### config.mk
export PLATFORM = sky130hd
export DESIGN_NAME = io_timer
export DESIGN_NICKNAME = d
export VERILOG_FILES = /design/src/rtl/trsq8_io_pkg.sv /design/src/rtl/io_prescaler.sv /design/src/rtl/io_timer.sv
export SDC_FILE = /design/constraint.sdc
export NUM_CORES = 1
export LEC_CHECK = 0
export CORE_ASPECT_RATIO = 1.75
export CORE_UTILIZATION = 40
export CTS_CLUSTER_SIZE = 12
export DETAILED_ROUTE_END_ITERATION = 12
export PLACE_DENSITY = 0.71
export REMOVE_ABC_BUFFERS = 1
export SETUP_SLACK_MARGIN = 0.5
export SLEW_MARGIN = 25
export SYNTH_ARGS = -nofsm -noshare
export SYNTH_HDL_FRONTEND = slang
export SYNTH_HIERARCHICAL = 1
export SYNTH_SLANG_ARGS = --single-unit
export TNS_END_PERCENT = 5
### constraint.sdc
create_clock -name clk -period 3.95 [get_ports clk]
set_input_delay 0.79 -clock clk [delete_from_list [all_inputs] [get_ports clk]]
set_output_delay 0.79 -clock clk [all_outputs]
set_load 0.01 [all_outputs]
### src/rtl/trsq8_io_pkg.sv
// Shared definitions for TRSQ8 memory-mapped IO blocks: register offsets,
// control/status bit positions and the default IO window base.
package trsq8_io_pkg;

   localparam int unsigned IO_DATA_W = 8;
   localparam int unsigned IO_ADDR_W = 8;
   localparam logic [7:0]  IO_BASE_ADDR = 8'hF0;

   typedef enum logic [2:0] {
      REG_CTRL   = 3'd0,
      REG_PRESC  = 3'd1,
      REG_CMP    = 3'd2,
      REG_COUNT  = 3'd3,
      REG_STATUS = 3'd4
   } reg_off_e;

   localparam int unsigned CTRL_EN    = 0;
   localparam int unsigned CTRL_IE    = 1;
   localparam int unsigned CTRL_CLR   = 2;
   localparam int unsigned STAT_MATCH = 0;
   localparam int unsigned STAT_OVF   = 1;

endpackage

### src/rtl/io_prescaler.sv
// Clock prescaler: emits a one-cycle tick every presc+1 cycles while enabled.
module io_prescaler
   import trsq8_io_pkg::*;
(
   input  logic                 clk,
   input  logic                 reset,
   input  logic                 en,
   input  logic                 clr,
   input  logic [IO_DATA_W-1:0] presc,
   output logic                 tick
);

   logic [IO_DATA_W-1:0] psc;

   // >= rather than == so that lowering presc below psc ticks immediately
   always_comb begin
      tick = en && (psc >= presc);
   end

   always_ff @(posedge clk or posedge reset) begin
      if (reset) begin
         psc <= '0;
      end else if (!en || clr || tick) begin
         psc <= '0;
      end else begin
         psc <= psc + IO_DATA_W'(1);
      end
   end

endmodule

### src/rtl/io_timer.sv
// Memory-mapped timer on the TRSQ8 data bus: register window, prescaled
// counter with compare-match/overflow flags and a level interrupt.
module io_timer
   import trsq8_io_pkg::*;
#(
   parameter logic [7:0]  BASE_ADDR = IO_BASE_ADDR,
   parameter int unsigned DATA_W    = 8
) (
   input  logic              clk,
   input  logic              reset,
   input  logic [7:0]        addr,
   input  logic [DATA_W-1:0] wdata,
   input  logic              we,
   input  logic              re,
   output logic [DATA_W-1:0] rdata,
   output logic              irq
);

   logic [2:0]        ctrl;
   logic [DATA_W-1:0] presc;
   logic [DATA_W-1:0] cmp;
   logic [DATA_W-1:0] count;
   logic              match;
   logic              ovf;

   logic              hit_c;
   logic [2:0]        off_c;
   logic              wr_ctrl_c, wr_presc_c, wr_cmp_c, wr_count_c, wr_status_c;
   logic              tick;
   logic [DATA_W-1:0] nxt_c;
   logic              set_match_c;
   logic              set_ovf_c;
   logic [DATA_W-1:0] rd_val_c;

   io_prescaler u_presc (
      .clk   (clk),
      .reset (reset),
      .en    (ctrl[CTRL_EN]),
      .clr   (wr_count_c),
      .presc (presc),
      .tick  (tick)
   );

   // Address decode and per-register write strobes
   always_comb begin
      hit_c       = (addr[7:3] == BASE_ADDR[7:3]);
      off_c       = addr[2:0];
      wr_ctrl_c   = we && hit_c && (off_c == REG_CTRL);
      wr_presc_c  = we && hit_c && (off_c == REG_PRESC);
      wr_cmp_c    = we && hit_c && (off_c == REG_CMP);
      wr_count_c  = we && hit_c && (off_c == REG_COUNT);
      wr_status_c = we && hit_c && (off_c == REG_STATUS);
   end

   // A CPU write to COUNT pre-empts the tick, so it cannot raise a flag
   always_comb begin
      nxt_c       = count + DATA_W'(1);
      set_match_c = tick && !wr_count_c && (nxt_c == cmp);
      set_ovf_c   = tick && !wr_count_c && (count == {DATA_W{1'b1}});
   end

   always_comb begin
      rd_val_c = '0;
      case (off_c)
         REG_CTRL:   rd_val_c = DATA_W'(ctrl);
         REG_PRESC:  rd_val_c = presc;
         REG_CMP:    rd_val_c = cmp;
         REG_COUNT:  rd_val_c = count;
         REG_STATUS: rd_val_c = DATA_W'({ovf, match});
         default:    rd_val_c = '0;
      endcase
   end

   always_ff @(posedge clk or posedge reset) begin
      if (reset) begin
         ctrl  <= '0;
         presc <= '0;
         cmp   <= '0;
         count <= '0;
         match <= 1'b0;
         ovf   <= 1'b0;
         rdata <= '0;
         irq   <= 1'b0;
      end else begin
         if (wr_ctrl_c)  ctrl  <= wdata[2:0];
         if (wr_presc_c) presc <= wdata;
         if (wr_cmp_c)   cmp   <= wdata;

         if (wr_count_c) begin
            count <= wdata;
         end else if (tick) begin
            count <= (set_match_c && ctrl[CTRL_CLR]) ? '0 : nxt_c;
         end

         // Hardware set has priority over write-1-to-clear
         match <= set_match_c || (match && !(wr_status_c && wdata[STAT_MATCH]));
         ovf   <= set_ovf_c   || (ovf   && !(wr_status_c && wdata[STAT_OVF]));

         rdata <= (re && hit_c) ? rd_val_c : '0;
         irq   <= ctrl[CTRL_IE] && (match || ovf);
      end
   end

endmodule

==> impl_metrics.env <==
export IMPL_run_status="finished clean"
export IMPL_syn_inst=254
export IMPL_min_path_type="register to register"
export IMPL_maxCapViolCount=0
export IMPL_vias_per_cell=5.63
export IMPL_setup_ws_ps=1020
export IMPL_num_nets_final=312
export IMPL_grt_overflow=0
export IMPL_synth_compound_area_share_pct=12.0
export IMPL_power_internal_w=0.000879
export IMPL_multi_input_area_mm2=0.00145
export IMPL_tns_ps=0
export IMPL_finalCriticalPeriod_ps=2930
export IMPL_antenna_found_initial=0
export IMPL_synth_xor_area_share_pct=4.54
export IMPL_synth_top_area_share_pct=42.7
export IMPL_grt_pass1_vias=2113
export IMPL_layout_drive_gt1_share_pct=15.2
export IMPL_tightest_slew_ps=756
export IMPL_dp_hpwl_um=4530
export IMPL_drt_iter0_markers=114
export IMPL_cts_setup_buffers=0
export IMPL_p_leak_nw=1.44
export IMPL_cts_sinks=46
export IMPL_synth_warnings=6
export IMPL_synth_edff_count=0
export IMPL_ir_worst_vdd_uv=242
export IMPL_dr_pass1_iters=4
export IMPL_start_util_pct=41.3
export IMPL_seq_area_mm2=0.00115
export IMPL_max_freq_ghz=0.341
export IMPL_synth_seq_area_share_pct=42.7
export IMPL_synthArstFlopShare_pct=100
export IMPL_placed_cells=357
export IMPL_finalHoldViolations=0
export IMPL_avgSynthCellArea_um2=10.6
export IMPL_clk_latency_ps=290
export IMPL_end_kind="register"
export IMPL_cts_hold_fix_buffers=0
export IMPL_finalCritPeriodShare_pct=74.3
export IMPL_wl_per_cell_um=16.5
export IMPL_power_switching_w=0.000311
export IMPL_pwr_share_seq_pct=43.9
export IMPL_place_ws_ps=756
export IMPL_io_pins=29
export IMPL_drc=0
export IMPL_ys_flop_type="dfrtp_1"
export IMPL_rsz0062_at_grt="no"
export IMPL_rows=39
export IMPL_ys_ff_latch=46
export IMPL_setup_viol=0
export IMPL_cp_max_fo=13
export IMPL_gp_congestion=0.864
export IMPL_synth_top_cell_by_area="dfrtp_1"
export IMPL_stdcell_count=365
export IMPL_cts_tree="done"
export IMPL_grt_max_degree=39
export IMPL_max_slew_margin_rel_pct=49.1
export IMPL_grtUsageTotal_pct=19.4
export IMPL_portBuffers=28
export IMPL_yosysMostFrequentCell="dfrtp_1"
export IMPL_num_vias=2055
export IMPL_combPwrFrac_pct=17.6
export IMPL_synthSimpleGateAreaFrac_pct=16.5
export IMPL_postRouteWirelength_um=6040
export IMPL_criticalPathCategory="input port to register"
export IMPL_p_sw_share_pct=26.1
export IMPL_synth_area_leaders="dfrtp_1, mux2_2, mux2i_1, ha_1, nor2_1"
export IMPL_finClkSkew_ps=6.29
export IMPL_antenna_left=0
export IMPL_dieArea_mm2=0.00709
export IMPL_yosys_top_cells_count="dfrtp_1, mux2_2, nor2_1, inv_1, mux2i_1"
export IMPL_crit_arrival_ps=3110
export IMPL_synth_top_family_by_area="simple AND/OR/NAND/NOR gates"
export IMPL_synthAdderAreaFrac_pct=4.64
export IMPL_area_delta_synth_final_pct=19.4
export IMPL_cts_resized=0
export IMPL_cts_root_buffer="clkbuf_16"
export IMPL_syn_area_mm2=0.00270
export IMPL_synthMuxAreaShare_pct=16.1
export IMPL_die_y_um=111
export IMPL_grt_pass1_wl_um=10300
export IMPL_finalMaxSlewViolations=0
export IMPL_cts_buffer_depth=2
export IMPL_p_per_area_mw_per_mm2=369
export IMPL_crit_required_ps=4120
export IMPL_die_w_um=64.1
export IMPL_ys_types=45
export IMPL_clk_pin_slew_worst_paths_ps=60
export IMPL_power_frac_clock_pct=38.5
export IMPL_num_antenna_cells=0
export IMPL_htree_levels=2
export IMPL_cts_inserted_buffers=5
export IMPL_n_fill_cell=625
export IMPL_core_mm2=0.00654
export IMPL_startpoint_type="input port"
cell type report:
cell class	count	area share [%]
sequential	46	35.7
multi-input combinational	185	45.0
inverter	13	1.51
timing repair buffer	31	9.39
clock buffer	8	5.16
tap	82	3.18
metal layers:
metal	up-vias	part of all wire, %	track usage (%)
li1	976	-	-
met1	1019	38	19.5
met2	38	54	34.0
met3	22	2.8	4.73
met4	0	5.0	13.2
met5	-	0	0
worst max-delay path, cell delays in order:
cell,delay [ps]
clkdlybuf4s50_1,570
buf_4,260
nor2b_1,520
nand3b_1,520
mux2_2,440
worst paths after layout:
check / start / endpoint / slack, ps / depth (start not counted)
worst min register to register: ctrl[1] / irq / 530 / 1
max in group asynchronous: reset / rdata[1] / 2650 / 3
worst max-delay path: addr[1] / cmp[1] / 1020 / 5
worst min-delay path: ctrl[1] / irq / 530 / 1
worst max register to register: count[0] / match / 1230 / 6
min in group asynchronous: reset / u_presc/psc[6] / 780 / 2
stage by stage:
stage / power (W) / cell area (um^2) / hold WS [ps] / utilization (%)
after floorplan: 0.000666 / 2650 / 472 / -
after global placement: 0.000735 / 3060 / 515 / 46.7
after detailed placement: 0.000741 / 3060 / 517 / 46.7
after CTS: 0.00120 / 3220 / 530 / 49.3
after global routing: 0.00125 / 3220 / 564 / 49.3
final: 0.00119 / 3220 / 529 / 49.3
cell families (layout without fill, tap and decap cells):
group                    after synthesis  after routing
AO/OA/AOI/OAI                         41             41
multiplexers                          39             39
XOR/XNOR                              14             14
flip-flops                            46             46
AND/OR/NAND/NOR                       81             81
adder cells (fa/ha/maj)               10             10
buffers and inverters                 23             52
state kept, by name (all words and copies together) (netlist names), 3 cells and up:
| register | flops |
|---|---|
| presc | 8 |
| count | 8 |
| cmp | 8 |
| ctrl | 3 |
| u_presc/psc | 8 |
| rdata | 8 |
placed cells by master (no fill, tap or decap), drive strengths merged, types with 8 or more instances in the layout:
cell	instances
nand3	11
mux2i	13
ha	10
a21oi	8
nand2	8
nor2b	12
xor2	8
clkdlybuf4s50	28
mux2	25
dfrtp	46
nor2	22
clkbuf	8
inv	13
power by group through the flow:
stage / logic, W / clock network (W) / registers [W]
after floorplan: 0.000147 / 0 / 0.000519
after global placement: 0.000205 / 0 / 0.000530
after detailed placement: 0.000210 / 0 / 0.000531
after CTS: 0.000211 / 0.000468 / 0.000522
after global routing: 0.000235 / 0.000487 / 0.000527
final: 0.000210 / 0.000458 / 0.000522
No activity file was read; power rests on OpenSTA's default activity.
